### src/rtl/tile_pkg.sv
// Shared constants, fetch FSM state type and tilemap row addressing helper
// for the scanline tile fetch scheduler.
package tile_pkg;

  localparam int H_ACTIVE      = 640;
  localparam int V_ACTIVE      = 480;
  localparam int V_LAST        = 524;
  localparam int TILES_PER_ROW = 80;
  localparam int TILE_ROWS     = 60;

  typedef enum logic [1:0] {
    IDLE   = 2'd0,
    MAP_RD = 2'd1,
    PAT_RD = 2'd2,
    LB_WR  = 2'd3
  } fetch_state_t;

  // First tilemap entry of a tile row: row*80 as (row<<6)+(row<<4).
  function automatic logic [12:0] map_row_base(input logic [5:0] row);
    logic [12:0] r;
    r = {7'd0, row};
    return (r << 6) + (r << 4);
  endfunction

endpackage

### src/rtl/tile_ram_arbiter.sv
// Shares the single-port tilemap and pattern RAMs between the fetch FSM
// (always wins) and CPU writes (granted only when the port is free).
module tile_ram_arbiter #(
  parameter int MAP_AW = 13,
  parameter int PAT_AW = 11,
  parameter int PIX_W  = 32
) (
  input  logic              map_rd_req,
  input  logic [MAP_AW-1:0] map_rd_addr,
  input  logic              pat_rd_req,
  input  logic [PAT_AW-1:0] pat_rd_addr,
  input  logic              cpu_wr,
  input  logic              cpu_sel,
  input  logic [MAP_AW-1:0] cpu_addr,
  input  logic [PIX_W-1:0]  cpu_wdata,
  output logic              map_en,
  output logic              map_we,
  output logic [MAP_AW-1:0] map_addr,
  output logic [7:0]        map_wdata,
  output logic              pat_en,
  output logic              pat_we,
  output logic [PAT_AW-1:0] pat_addr,
  output logic [PIX_W-1:0]  pat_wdata,
  output logic              cpu_ready
);

  logic map_grant;
  logic pat_grant;

  assign map_grant = cpu_wr & ~cpu_sel & ~map_rd_req;
  assign pat_grant = cpu_wr &  cpu_sel & ~pat_rd_req;
  assign cpu_ready = map_grant | pat_grant;

  // Tilemap port: scheduler read first, then a granted CPU write, else idle.
  always_comb begin
    map_en    = 1'b0;
    map_we    = 1'b0;
    map_addr  = {MAP_AW{1'b0}};
    map_wdata = 8'd0;
    if (map_rd_req) begin
      map_en   = 1'b1;
      map_addr = map_rd_addr;
    end else if (map_grant) begin
      map_en    = 1'b1;
      map_we    = 1'b1;
      map_addr  = cpu_addr;
      map_wdata = cpu_wdata[7:0];
    end else begin
      map_en = 1'b0;
    end
  end

  // Pattern port: scheduler read first, then a granted CPU write, else idle.
  always_comb begin
    pat_en    = 1'b0;
    pat_we    = 1'b0;
    pat_addr  = {PAT_AW{1'b0}};
    pat_wdata = {PIX_W{1'b0}};
    if (pat_rd_req) begin
      pat_en   = 1'b1;
      pat_addr = pat_rd_addr;
    end else if (pat_grant) begin
      pat_en    = 1'b1;
      pat_we    = 1'b1;
      pat_addr  = cpu_addr[PAT_AW-1:0];
      pat_wdata = cpu_wdata;
    end else begin
      pat_en = 1'b0;
    end
  end

endmodule

### src/rtl/tile_fetch_scheduler.sv
// Per-scanline prefetch of the next line's tile pixel rows into a ping-pong
// line buffer: tilemap read, pattern read, line-buffer write, 3 cycles/tile.
module tile_fetch_scheduler #(
  parameter int TILES_PER_ROW = 80,
  parameter int MAP_AW        = 13,
  parameter int PAT_AW        = 11,
  parameter int PIX_W         = 32
) (
  input  logic              VGA_CLK,
  input  logic              VGA_RESET_n,
  input  logic [9:0]        hcount,
  input  logic [9:0]        vcount,
  output logic              map_en,
  output logic              map_we,
  output logic [MAP_AW-1:0] map_addr,
  output logic [7:0]        map_wdata,
  input  logic [7:0]        map_rdata,
  output logic              pat_en,
  output logic              pat_we,
  output logic [PAT_AW-1:0] pat_addr,
  output logic [PIX_W-1:0]  pat_wdata,
  input  logic [PIX_W-1:0]  pat_rdata,
  output logic              lb_we,
  output logic [7:0]        lb_addr,
  output logic [PIX_W-1:0]  lb_wdata,
  input  logic              cpu_wr,
  input  logic              cpu_sel,
  input  logic [MAP_AW-1:0] cpu_addr,
  input  logic [PIX_W-1:0]  cpu_wdata,
  output logic              cpu_ready,
  output logic              busy,
  output logic              overrun
);
  import tile_pkg::*;

  fetch_state_t state_r, state_n;
  logic [6:0]   tile_r, tile_n;
  logic [2:0]   pix_row_r, pix_row_n;
  logic         bank_r, bank_n;
  logic [12:0]  row_base_r, row_base_n;
  logic         overrun_r, overrun_n;

  logic         trigger;
  logic [8:0]   nl;
  logic         last_tile;
  logic         sch_map_rd;
  logic         sch_pat_rd;
  logic [MAP_AW-1:0] sch_map_addr;
  logic [PAT_AW-1:0] sch_pat_addr;
  logic         cpu_req;

  // Line 524 prefetches line 0; lines 0..478 prefetch the following line.
  assign trigger   = (hcount == 10'd0) && ((vcount <= 10'd478) || (vcount == 10'd524));
  assign nl        = (vcount == 10'd524) ? 9'd0 : (vcount[8:0] + 9'd1);
  assign last_tile = (tile_r == 7'(TILES_PER_ROW - 1));

  // Next-state logic; a trigger always restarts at tile 0 and flags overrun if busy.
  always_comb begin
    state_n    = state_r;
    tile_n     = tile_r;
    pix_row_n  = pix_row_r;
    bank_n     = bank_r;
    row_base_n = row_base_r;
    overrun_n  = overrun_r;
    if (trigger) begin
      state_n    = MAP_RD;
      tile_n     = 7'd0;
      pix_row_n  = nl[2:0];
      bank_n     = nl[0];
      row_base_n = map_row_base(nl[8:3]);
      if (state_r != IDLE) begin
        overrun_n = 1'b1;
      end else begin
        overrun_n = overrun_r;
      end
    end else begin
      case (state_r)
        IDLE:    state_n = IDLE;
        MAP_RD:  state_n = PAT_RD;
        PAT_RD:  state_n = LB_WR;
        LB_WR: begin
          if (last_tile) begin
            state_n = IDLE;
            tile_n  = 7'd0;
          end else begin
            state_n = MAP_RD;
            tile_n  = tile_r + 7'd1;
          end
        end
        default: state_n = IDLE;
      endcase
    end
  end

  // Fetch state and per-line context registers.
  always_ff @(posedge VGA_CLK or negedge VGA_RESET_n) begin
    if (!VGA_RESET_n) begin
      state_r    <= IDLE;
      tile_r     <= 7'd0;
      pix_row_r  <= 3'd0;
      bank_r     <= 1'b0;
      row_base_r <= 13'd0;
      overrun_r  <= 1'b0;
    end else begin
      state_r    <= state_n;
      tile_r     <= tile_n;
      pix_row_r  <= pix_row_n;
      bank_r     <= bank_n;
      row_base_r <= row_base_n;
      overrun_r  <= overrun_n;
    end
  end

  assign sch_map_rd   = (state_r == MAP_RD);
  assign sch_pat_rd   = (state_r == PAT_RD);
  assign sch_map_addr = MAP_AW'(row_base_r + {6'd0, tile_r});
  assign sch_pat_addr = PAT_AW'({map_rdata, pix_row_r});
  assign busy         = (state_r != IDLE);
  assign overrun      = overrun_r;
  // CPU requests are ignored while reset is held so every RAM enable stays low.
  assign cpu_req      = cpu_wr & VGA_RESET_n;

  // Line-buffer write; an abandoned tile (trigger in its write cycle) is dropped.
  always_comb begin
    lb_we    = 1'b0;
    lb_addr  = 8'd0;
    lb_wdata = {PIX_W{1'b0}};
    if ((state_r == LB_WR) && !trigger) begin
      lb_we    = 1'b1;
      lb_addr  = {bank_r, tile_r};
      lb_wdata = pat_rdata;
    end else begin
      lb_we = 1'b0;
    end
  end

  tile_ram_arbiter #(
    .MAP_AW (MAP_AW),
    .PAT_AW (PAT_AW),
    .PIX_W  (PIX_W)
  ) u_arb (
    .map_rd_req  (sch_map_rd),
    .map_rd_addr (sch_map_addr),
    .pat_rd_req  (sch_pat_rd),
    .pat_rd_addr (sch_pat_addr),
    .cpu_wr      (cpu_req),
    .cpu_sel     (cpu_sel),
    .cpu_addr    (cpu_addr),
    .cpu_wdata   (cpu_wdata),
    .map_en      (map_en),
    .map_we      (map_we),
    .map_addr    (map_addr),
    .map_wdata   (map_wdata),
    .pat_en      (pat_en),
    .pat_we      (pat_we),
    .pat_addr    (pat_addr),
    .pat_wdata   (pat_wdata),
    .cpu_ready   (cpu_ready)
  );

endmodule

### config.mk
export PLATFORM = sky130hd
export DESIGN_NAME = tile_fetch_scheduler
export DESIGN_NICKNAME = d
export VERILOG_FILES = /design/src/rtl/tile_pkg.sv /design/src/rtl/tile_ram_arbiter.sv /design/src/rtl/tile_fetch_scheduler.sv
export SDC_FILE = /design/constraint.sdc
export NUM_CORES = 1
export LEC_CHECK = 0
export BUFFER_PORTS_ARGS = -buffer_cell sky130_fd_sc_hd__buf_2
export CAP_MARGIN = 5
export CORE_MARGIN = 10
export CORE_UTILIZATION = 42
export CTS_CLUSTER_DIAMETER = 60
export DETAILED_ROUTE_END_ITERATION = 7
export PLACE_DENSITY = 0.95
export SLEW_MARGIN = 30
export SYNTH_ARGS = -nofsm -noshare
export SYNTH_HDL_FRONTEND = slang
export SYNTH_SLANG_ARGS = --single-unit
### constraint.sdc
create_clock -name VGA_CLK -period 10 [get_ports VGA_CLK]
set_clock_uncertainty 0.05 [all_clocks]
set_input_delay 3 -clock VGA_CLK [delete_from_list [all_inputs] [get_ports VGA_CLK]]
set_output_delay 3 -clock VGA_CLK [all_outputs]
set_load 0.02 [all_outputs]
==> reports/results.ini, run 1 <==
[run_status]
outcome=finished, final reports clean

[power]
pwr-share-seq_pct=23.1
swShare_pct=50.33
pwr-share-clk_pct=11.3
p_leak_nw=2.318
power.density_nw_per_um2=154.1
total_power_w=0.0005658
internal-power_w=0.0002810
combPwrFrac_pct=65.6
ir_drop_uv=117.2
power_switching_w=0.0002847

[logic_synthesis]
synth.largest_area_cell=dfrtp_1
syn_avg_cell_area_um2=8.076
synth-seq-cells=22
ys.flop_type=dfrtp_1
synth_nets=435
synth_edf_count=0
yosysTopAreaCellShare_pct=21.99
async_flop_share_pct=100.0
synth_area_leaders=dfrtp_1, and2_1, and3_1, a22o_1, ha_1
synth_cell_type_count=49
syn_area_um2=2504
ys_warn_count=0
synth_seq_area_share_pct=21.99
syn_inst=310

[clock_tree]
hold_buffers=0
cts.sinks=22
cts_tree=built
cts_buffers=3
clk_latency_ps=270
ctsResizeCount=0
postCtsSetupBuffers=0
root_buffer=clkbuf_8
clk_pin_slew_ps=80
clock_path_buffers=2
cts_max_level=1

[sta]
slew_violations=0
tns_ps=0
worst_pin_slew_ps=713.2
min_period_over_period_pct=80.09
fin_crit_ps=8009
rsz0062_at_grt=no
fmax_ghz=0.1249
finalHoldViolations=0
fin_hold_ws_ps=427.9
max_slew_margin_pct=52.46
setup_viol=0

[worst_setup_path]
cp_num_buf_inv=2
r2r_start=state_r[0]$_DFF_PN0_
reg2reg_slack_ps=7890
cp_max_fo=58
cpMaxStageDelayCell=or4_4
crit_chain=buf_2 -> or4_4 -> or3b_1 -> a31o_4 -> and3_1 -> buf_2
crit_type=primary input to primary output
critical-path-top-delay-family=simple AND/OR/NAND/NOR gates
required_ps=6950
critPathCaptureType=primary output
arrival_ps=4960
cpPeakStageDelay_ps=550
r2r_end=tile_r[6]$_DFFE_PN0P_
cpMostUsedCell=buf_2
cp-start-kind=primary input
reg2regPathDepth=5

[detailed_routing]
drc=0
firstDrtPassIters=4
vias=3169
vias_per_cell=5.399
ant_nets=0
drt-initial-drc-count=143
routedWlPerCell_um=18.83
wl_mm=11.06

[grt]
antenna_found_initial=0
grt_use_met1_pct=22.72
grtUsageMet3_pct=5.903
met2_usage_pct=38.27
grt_pass1_wl_mm=16.64
grt.overflow.total=0
grt_max_degree=59
grt-busiest-layer=met2
grt_pass1_vias=3043
grt_usage_pct=20.99

[finish]
n_antenna_cell=0
stdcell_area_um2=3672
area_growth_pct=46.68
nNetsFinal=638
drive_above_1_share_pct=46.48

[placed_design]
dp_hpwl_mm=9.189
place_congestion=0.9948
place_area_um2=3608
portBuffers=220

[hold_path]
min_to=overrun$_DFFE_PN0P_
hold_depth=1
hold_start=overrun$_DFFE_PN0P_
hold_path.class=register to register

[floorplan]
io_pins=221
initial_core_util_pct=42.79
rows=28
die_y_um=97.21
core_area_um2=5851
dieArea_um2=9449
die_x_um=97.21

[run]
cap_violations=0

layout by cell type, fill, tap and decap left out, types with 2 or more instances in the layout:
| cell type | n |
|---|---|
| nand2_1 | 14 |
| and2_1 | 42 |
| clkbuf_8 | 4 |
| dfrtp_1 | 22 |
| fa_1 | 2 |
| a21o_1 | 4 |
| nand2b_1 | 2 |
| buf_2 | 220 |
| xor2_1 | 9 |
| and3_1 | 42 |
| nor4_1 | 3 |
| inv_1 | 9 |
| a21oi_1 | 8 |
| mux2_2 | 2 |
| a22o_1 | 28 |
| nand4_1 | 4 |
| ha_1 | 13 |
| nand3b_1 | 2 |
| o21ai_0 | 7 |
| mux2i_1 | 2 |
| nor2b_1 | 5 |
| xnor2_1 | 9 |
| o21ai_1 | 4 |
| nor2_1 | 15 |
| nand3_1 | 9 |
| nor3_1 | 4 |
| buf_4 | 2 |
area by class of cell:
class | instances | area, um2
tap | 75 | 93.84
fill | 488 | 2178
sequential | 22 | 550.5
multi-input combinational | 255 | 1823
inverter | 9 | 33.78
timing repair buffer | 222 | 1116
clock buffer | 4 | 55.05
how the worst max path moves through the flow:
| stage | from | end | slack (ps) | cells after the start |
|---|---|---|---|---|
| finish | vcount[5] | lb_wdata[24] | 1990 | 6 |
| CTS | vcount[5] | lb_wdata[24] | 1860 | 6 |
| global route | vcount[5] | lb_wdata[13] | 1910 | 6 |
| detailed placement | vcount[5] | lb_wdata[24] | 1860 | 6 |
| floorplan | vcount[5] | lb_wdata[21] | 2220 | 7 |
| global placement | vcount[5] | lb_wdata[4] | 1940 | 6 |
power groups by stage:
stage | logic [W] | registers, W | clock network, W
after global routing | 0.000400 | 0.000133 | 0.0000676
final | 0.000371 | 0.000131 | 0.0000638
after floorplan | 0.000243 | 0.000124 | 0
after CTS | 0.000373 | 0.000130 | 0.0000640
after global placement | 0.000361 | 0.000130 | 0
after detailed placement | 0.000371 | 0.000132 | 0
sequential cells by signal (all words and copies together) (netlist names):
name        flops
overrun         1
pix_row_r       3
row_base_r      9
state_r         2
tile_r          7
through the flow:
stage / util (%) / setup WS [ps] / cells
6_report: 62.77 / 1991 / 587
5_1_grt: 62.77 / 1914 / 587
4_1_cts: 62.62 / 1857 / 587
3_5_place_dp: 61.68 / 1861 / 583
3_3_place_gp: 61.53 / 1945 / 583
2_1_floorplan: - / 2219 / 310
layer usage:
| metal | share of wire, % | up-vias |
|---|---|---|
| li1 | - | 1514 |
| met3 | 8.6 | 13 |
| met1 | 38 | 1468 |
| met5 | 0 | - |
| met4 | 2.1 | 0 |
| met2 | 51 | 174 |
cell usage after synthesis, types with 2 or more instances:
| cell | count |
|---|---|
| and2_1 | 42 |
| and3_1 | 42 |
| a22o_1 | 28 |
| dfrtp_1 | 22 |
| clkbuf_1 | 18 |
| nor2_1 | 16 |
| ha_1 | 14 |
| nand2_1 | 14 |
| inv_1 | 9 |
| nand3_1 | 9 |
| xnor2_1 | 9 |
| xor2_1 | 9 |
| a21oi_1 | 8 |
| o21ai_0 | 7 |
| nor2b_1 | 5 |
| nor3_1 | 5 |
| a21o_1 | 4 |
| buf_6 | 4 |
| nand4_1 | 4 |
| o21ai_1 | 4 |
| nor4_1 | 3 |
| a31o_2 | 2 |
| fa_1 | 2 |
| mux2_2 | 2 |
| mux2i_1 | 2 |
| nand2b_1 | 2 |
| nand3b_1 | 2 |
kinds of logic (layout without fill, tap and decap cells):
kind of cell / Yosys count / after routing / synth area share (%)
adders and majority gates: 16 / 16 / 8.596
DFF: 22 / 22 / 21.99
and+or+nand+nor: 153 / 153 / 35.48
buffers and inverters: 33 / 235 / 6.196
AOI/OAI and AO/OA: 63 / 63 / 18.79
xor gates and xnor gates: 19 / 19 / 7.247
muxes: 4 / 4 / 1.699
No activity file was read; power rests on OpenSTA's default activity.
==> inputs of run 2 (changes only) <==
--- a/config.mk
+++ b/config.mk
@@ -8,10 +8,10 @@
 export BUFFER_PORTS_ARGS = -buffer_cell sky130_fd_sc_hd__buf_2
 export CAP_MARGIN = 5
 export CORE_MARGIN = 10
-export CORE_UTILIZATION = 42
+export CORE_UTILIZATION = 39
 export CTS_CLUSTER_DIAMETER = 60
 export DETAILED_ROUTE_END_ITERATION = 7
-export PLACE_DENSITY = 0.95
+export PLACE_DENSITY = 0.92
 export SLEW_MARGIN = 30
 export SYNTH_ARGS = -nofsm -noshare
 export SYNTH_HDL_FRONTEND = slang
==> constraint.sdc (replaced) <==
create_clock -name VGA_CLK -period 7.9 [get_ports VGA_CLK]
set_clock_uncertainty 0.05 [all_clocks]
set_input_delay 2.37 -clock VGA_CLK [delete_from_list [all_inputs] [get_ports VGA_CLK]]
set_output_delay 2.37 -clock VGA_CLK [all_outputs]
set_load 0.02 [all_outputs]
==> reports/results.ini, run 2 (same netlist as run 1, synthesis figures left out) <==
[run_status]
outcome=finished, final reports clean  ; unchanged

[grt]
grt_usage_pct=19.21  ; was 20.99%
grt_pass1_vias=3150  ; was 3043
grt_max_degree=59  ; unchanged
grt.overflow.total=0  ; unchanged
antenna_found_initial=1  ; was 0
grt_pass1_wl_mm=16.04  ; was 16.64 mm

[placed_design]
portBuffers=220  ; unchanged
place_area_um2=3618  ; was 3608 um2
place_ws_ps=999.7  ; was 1861 ps
dp_hpwl_mm=8.993  ; was 9.189 mm
place_congestion=0.9214  ; was 0.9948

[worst_setup_path]
cpMostUsedCell=buf_2  ; unchanged
crit_chain=buf_2 -> or4_4 -> or3b_1 -> a31o_2 -> and3_1 -> buf_2  ; was buf_2 -> or4_4 -> or3b_1 -> a31o_4 -> and3_1 -> buf_2
cp_max_fo=58  ; unchanged
cpMaxStageDelayCell=or4_4  ; unchanged
cp-start-kind=primary input  ; unchanged
crit_type=primary input to primary output  ; unchanged
crit_cells=6  ; unchanged
cp_num_buf_inv=2  ; unchanged
required_ps=5480  ; was 6950 ps
critical-path-top-delay-family=simple AND/OR/NAND/NOR gates  ; unchanged
critPathCaptureType=primary output  ; unchanged
arrival_ps=4490  ; was 4960 ps
reg2regPathDepth=5  ; unchanged
cpPeakStageDelay_ps=550  ; about the same

[finish]
stdcell_area_um2=3692  ; was 3672 um2
drive_above_1_share_pct=46.59  ; was 46.48%
nNetsFinal=639  ; was 638
final_cell_mix=buf_2, and2_1, and3_1  ; unchanged
top_regs=row_base_r x9, tile_r x7, pix_row_r x3  ; unchanged
largest_reg_flops=9  ; unchanged
layout_commonest_cell=buf_2  ; unchanged
fin_util_pct=58.82  ; was 62.77%
area_growth_pct=47.48  ; was 46.68%
fill_cells=555  ; was 488
largest-register=row_base_r  ; unchanged

[power]
power.density_nw_per_um2=199.5  ; was 154.1 nW/um2
ir_drop_uv=134.9  ; was 117.2 uV
p_leak_nw=2.327  ; was 2.318 nW

[sta]
fin_crit_ps=6912
rsz0062_at_grt=no  ; unchanged
tns_ps=0  ; unchanged
layout_setup_ws_ps=988.3  ; was 1991 ps
fmax_ghz=0.1447
finalHoldViolations=0  ; unchanged
max_slew_margin_pct=38.20  ; was 52.46%
worst_pin_slew_ps=927.0  ; was 713.2 ps
min_period_over_period_pct=87.49
fin_hold_ws_ps=406.6  ; was 427.9 ps
slew_violations=0  ; unchanged
setup_viol=0  ; unchanged

[clock_tree]
clk_latency_ps=270  ; about the same
clk_pin_slew_ps=80  ; about the same
postCtsSetupBuffers=0  ; unchanged
root_buffer=clkbuf_8  ; unchanged
cts_max_level=1  ; unchanged
cts_tree=built  ; unchanged
cts_buffers=3  ; unchanged
hold_buffers=0  ; unchanged
clock_path_buffers=2  ; unchanged
ctsResizeCount=0  ; unchanged
cts.sinks=22  ; unchanged

[detailed_routing]
ant_nets=0  ; unchanged
firstDrtPassIters=4  ; unchanged
routedWlPerCell_um=18.20  ; was 18.83 um
vias=3154  ; was 3169
drc=0  ; unchanged
vias_per_cell=5.337  ; was 5.399
drt-initial-drc-count=171  ; was 143
wl_mm=10.76  ; was 11.06 mm

[floorplan]
core_area_um2=6277  ; was 5851 um2
die_x_um=100.1  ; was 97.21 um
rows=29  ; was 28
dieArea_um2=10020  ; was 9449 um2
io_pins=221  ; unchanged
die_y_um=100.1  ; was 97.21 um
initial_core_util_pct=39.88  ; was 42.79%

[hold_path]
hold_depth=1  ; unchanged
hold_path.class=register to register  ; unchanged

[run]
cap_violations=0  ; unchanged

-- run 2: layer usage --
layer / share of wire [%] / track usage [%] / vias to the layer above / routed length [um]
met2: 51 / 36.20 / 157 / 5446
met5: 0 / 0 / - / 0
li1: - / - / 1525 / -
met1: 39 / 20.24 / 1459 / 4209
met4: 2.2 / 6.196 / 0 / 238
met3: 8.0 / 4.670 / 13 / 865
-- run 2: final cells by class --
type / instances / area (um2) / share of cell area, %
clock inverter: 1 / 30.03 / 0.8133
sequential: 22 / 550.5 / 14.91
timing repair buffer: 223 / 1124 / 30.43
multi-input combinational: 255 / 1814 / 49.14
inverter: 9 / 33.78 / 0.9149
antenna: 1 / 2.502 / 0.06777
clock buffer: 3 / 41.29 / 1.118
tap: 77 / 96.34 / 2.609
-- run 2: power breakdown --
group          switching, W  leakage, nW  internal (W)
combinational      0.000289         2.00      0.000178
clock             0.0000368       0.0357     0.0000677
sequential        0.0000316        0.294      0.000134
-- run 2: per-stage QoR --
step,cells,total power (W)
finish,591,0.0007368
global route,590,0.0007857
CTS,590,0.0007416
detailed placement,586,0.0006369
global placement,586,0.0006207
floorplan,310,0.0004646
-- run 2: path summary, 6_finish.rpt --
check,from,to,slack (ps)
max in group asynchronous,VGA_RESET_n,row_base_r[8]$_DFFE_PN0P_,5550
min reg2reg,overrun$_DFFE_PN0P_,overrun$_DFFE_PN0P_,410
min in group asynchronous,VGA_RESET_n,pix_row_r[2]$_DFFE_PN0P_,2020
max reg2reg,state_r[0]$_DFF_PN0_,tile_r[6]$_DFFE_PN0P_,5920
min,overrun$_DFFE_PN0P_,overrun$_DFFE_PN0P_,410
max,vcount[5],lb_addr[5],990
==> inputs of run 3 (changes only) <==
--- a/config.mk
+++ b/config.mk
@@ -8,10 +8,10 @@
 export BUFFER_PORTS_ARGS = -buffer_cell sky130_fd_sc_hd__buf_2
 export CAP_MARGIN = 5
 export CORE_MARGIN = 10
-export CORE_UTILIZATION = 39
+export CORE_UTILIZATION = 35
 export CTS_CLUSTER_DIAMETER = 60
 export DETAILED_ROUTE_END_ITERATION = 7
-export PLACE_DENSITY = 0.92
+export PLACE_DENSITY = 0.87
 export SLEW_MARGIN = 30
 export SYNTH_ARGS = -nofsm -noshare
 export SYNTH_HDL_FRONTEND = slang
==> constraint.sdc (replaced) <==
create_clock -name VGA_CLK -period 6.2 [get_ports VGA_CLK]
set_clock_uncertainty 0.05 [all_clocks]
set_input_delay 1.86 -clock VGA_CLK [delete_from_list [all_inputs] [get_ports VGA_CLK]]
set_output_delay 1.86 -clock VGA_CLK [all_outputs]
set_load 0.02 [all_outputs]
==> reports/results.ini, run 3 (same netlist as run 1, synthesis figures left out) <==
[sta]
setup_viol=0  ; unchanged
tns_ps=0  ; unchanged
min_period_over_period_pct=93.12
fin_crit_ps=5774
finalHoldViolations=0  ; unchanged
worst_pin_slew_ps=720.6  ; was 927.0 ps
max_slew_margin_pct=51.96  ; was 38.20%
fmax_ghz=0.1732
rsz0062_at_grt=no  ; unchanged
slew_violations=0  ; unchanged

[clock_tree]
postCtsSetupBuffers=0  ; unchanged
ctsResizeCount=0  ; unchanged
root_buffer=clkbuf_8  ; unchanged
clk_pin_slew_ps=90  ; was 80 ps
cts_tree=built  ; unchanged
cts_max_level=1  ; unchanged
clock_path_buffers=2  ; unchanged
hold_buffers=0  ; unchanged
cts.sinks=22  ; unchanged
cts_buffers=3  ; unchanged
clk_latency_ps=260  ; was 270 ps

[detailed_routing]
drc=0  ; unchanged
drt-initial-drc-count=142  ; was 171
vias=3120  ; was 3154
routedWlPerCell_um=18.12  ; was 18.20 um
firstDrtPassIters=4  ; unchanged
wl_mm=11.07  ; was 10.76 mm
vias_per_cell=5.106  ; was 5.337
ant_nets=0  ; unchanged

[finish]
top_regs=row_base_r x9, tile_r x7, pix_row_r x3  ; unchanged
fill_cells=655  ; was 555
final_cells=611  ; was 591
area_growth_pct=48.68  ; was 47.48%
nNetsFinal=641  ; was 639
n_antenna_cell=0  ; was 1
final_cell_mix=buf_2, and2_1, and3_1  ; unchanged
multi_input_area_um2=1808  ; was 1814 um2
drive_above_1_share_pct=46.60  ; was 46.59%
seqCellArea_um2=550.5  ; unchanged
largest_reg_flops=9  ; unchanged
layout_commonest_cell=buf_2  ; unchanged
largest-register=row_base_r  ; unchanged

[floorplan]
die_y_um=104.6  ; was 100.1 um
initial_core_util_pct=36.45  ; was 39.88%
rows=30  ; was 29
dieArea_um2=10940  ; was 10020 um2
die_x_um=104.6  ; was 100.1 um
core_area_um2=6869  ; was 6277 um2
io_pins=221  ; unchanged

[worst_setup_path]
required_ps=4290  ; was 5480 ps
arrival_ps=3860  ; was 4490 ps
cp-start-kind=primary input  ; unchanged
reg2regPathDepth=5  ; unchanged
critPathCaptureType=primary output  ; unchanged
crit_type=primary input to primary output  ; unchanged
cp_max_fo=46  ; was 58

[power]
power.density_nw_per_um2=252.2  ; was 199.5 nW/um2
p_leak_nw=2.337  ; was 2.327 nW
ir_drop_uv=147.9  ; was 134.9 uV

[run]
cap_violations=0  ; unchanged

[grt]
grt_pass1_vias=3116  ; was 3150
grt_pass1_wl_mm=17.06  ; was 16.04 mm
grt_max_degree=50  ; was 59
grt.overflow.total=0  ; unchanged
grt_usage_pct=18.56  ; was 19.21%
antenna_found_initial=0  ; was 1

[run_status]
outcome=finished, final reports clean  ; unchanged

[placed_design]
place_congestion=0.8635  ; was 0.9214
dp_hpwl_mm=9.355  ; was 8.993 mm
placedCellCount=607  ; was 586
portBuffers=220  ; unchanged

[hold_path]
hold_path.class=register to register  ; unchanged
hold_depth=1  ; unchanged

run 3: layout make-up:
cell class | instances | share of cell area, %
inverters | 9 | 0.9076
multi-input cells | 255 | 48.57
clock inverters | 1 | 0.8067
clock buffers | 3 | 1.109
well taps | 96 | 3.227
repair buffers | 225 | 30.59
flip-flops and latches | 22 | 14.79
run 3: layer usage:
layer  up-vias  GRT usage (%)  routed length [um]
met5         -              0                   0
met4         0          5.686                 240
met3        10          4.975                 865
met2       159          32.95                5536
met1      1430          21.19                4428
li1       1521              -                   -
run 3: final timing paths:
check	end	slack, ps	from
worst min register to register	overrun$_DFFE_PN0P_	430	overrun$_DFFE_PN0P_
max in group asynchronous	row_base_r[8]$_DFFE_PN0P_	4260	VGA_RESET_n
min in group asynchronous	tile_r[2]$_DFFE_PN0P_	1610	VGA_RESET_n
worst max register to register	tile_r[6]$_DFFE_PN0P_	4150	state_r[0]$_DFF_PN0_
worst min-delay path	overrun$_DFFE_PN0P_	430	overrun$_DFFE_PN0P_
worst max-delay path	lb_wdata[21]	430	vcount[5]
run 3: per-stage QoR:
step	power (W)	util, %	area [um2]	hold WS [ps]	setup WS [ps]
final	0.0009388	54.19	3722	433.2	426.4
after global routing	0.0009981	54.19	3722	449.6	327.1
after CTS	0.0009438	54.19	3722	430.6	441.8
after detailed placement	0.0008091	53.15	3651	411.0	441.9
after global placement	0.0007940	53.11	3649	390.2	507.0
after floorplan	0.0005920	-	2504	423.8	698.6
run 3: power by group:
group / leakage, nW / switching (W) / total (W) / internal (W)
logic: 2.01 / 0.000369 / 0.000597 / 0.000227
clock network: 0.0357 / 0.0000475 / 0.000134 / 0.0000862
registers: 0.294 / 0.0000382 / 0.000209 / 0.000170
total: 2.34 / 0.000455 / 0.000939 / 0.000484
run 3: critical path: stages:
cell and delay, ps:
buf_2 160, or4_4 550, or3b_1 380, a31o_2 440, and3_1 300, buf_2 160
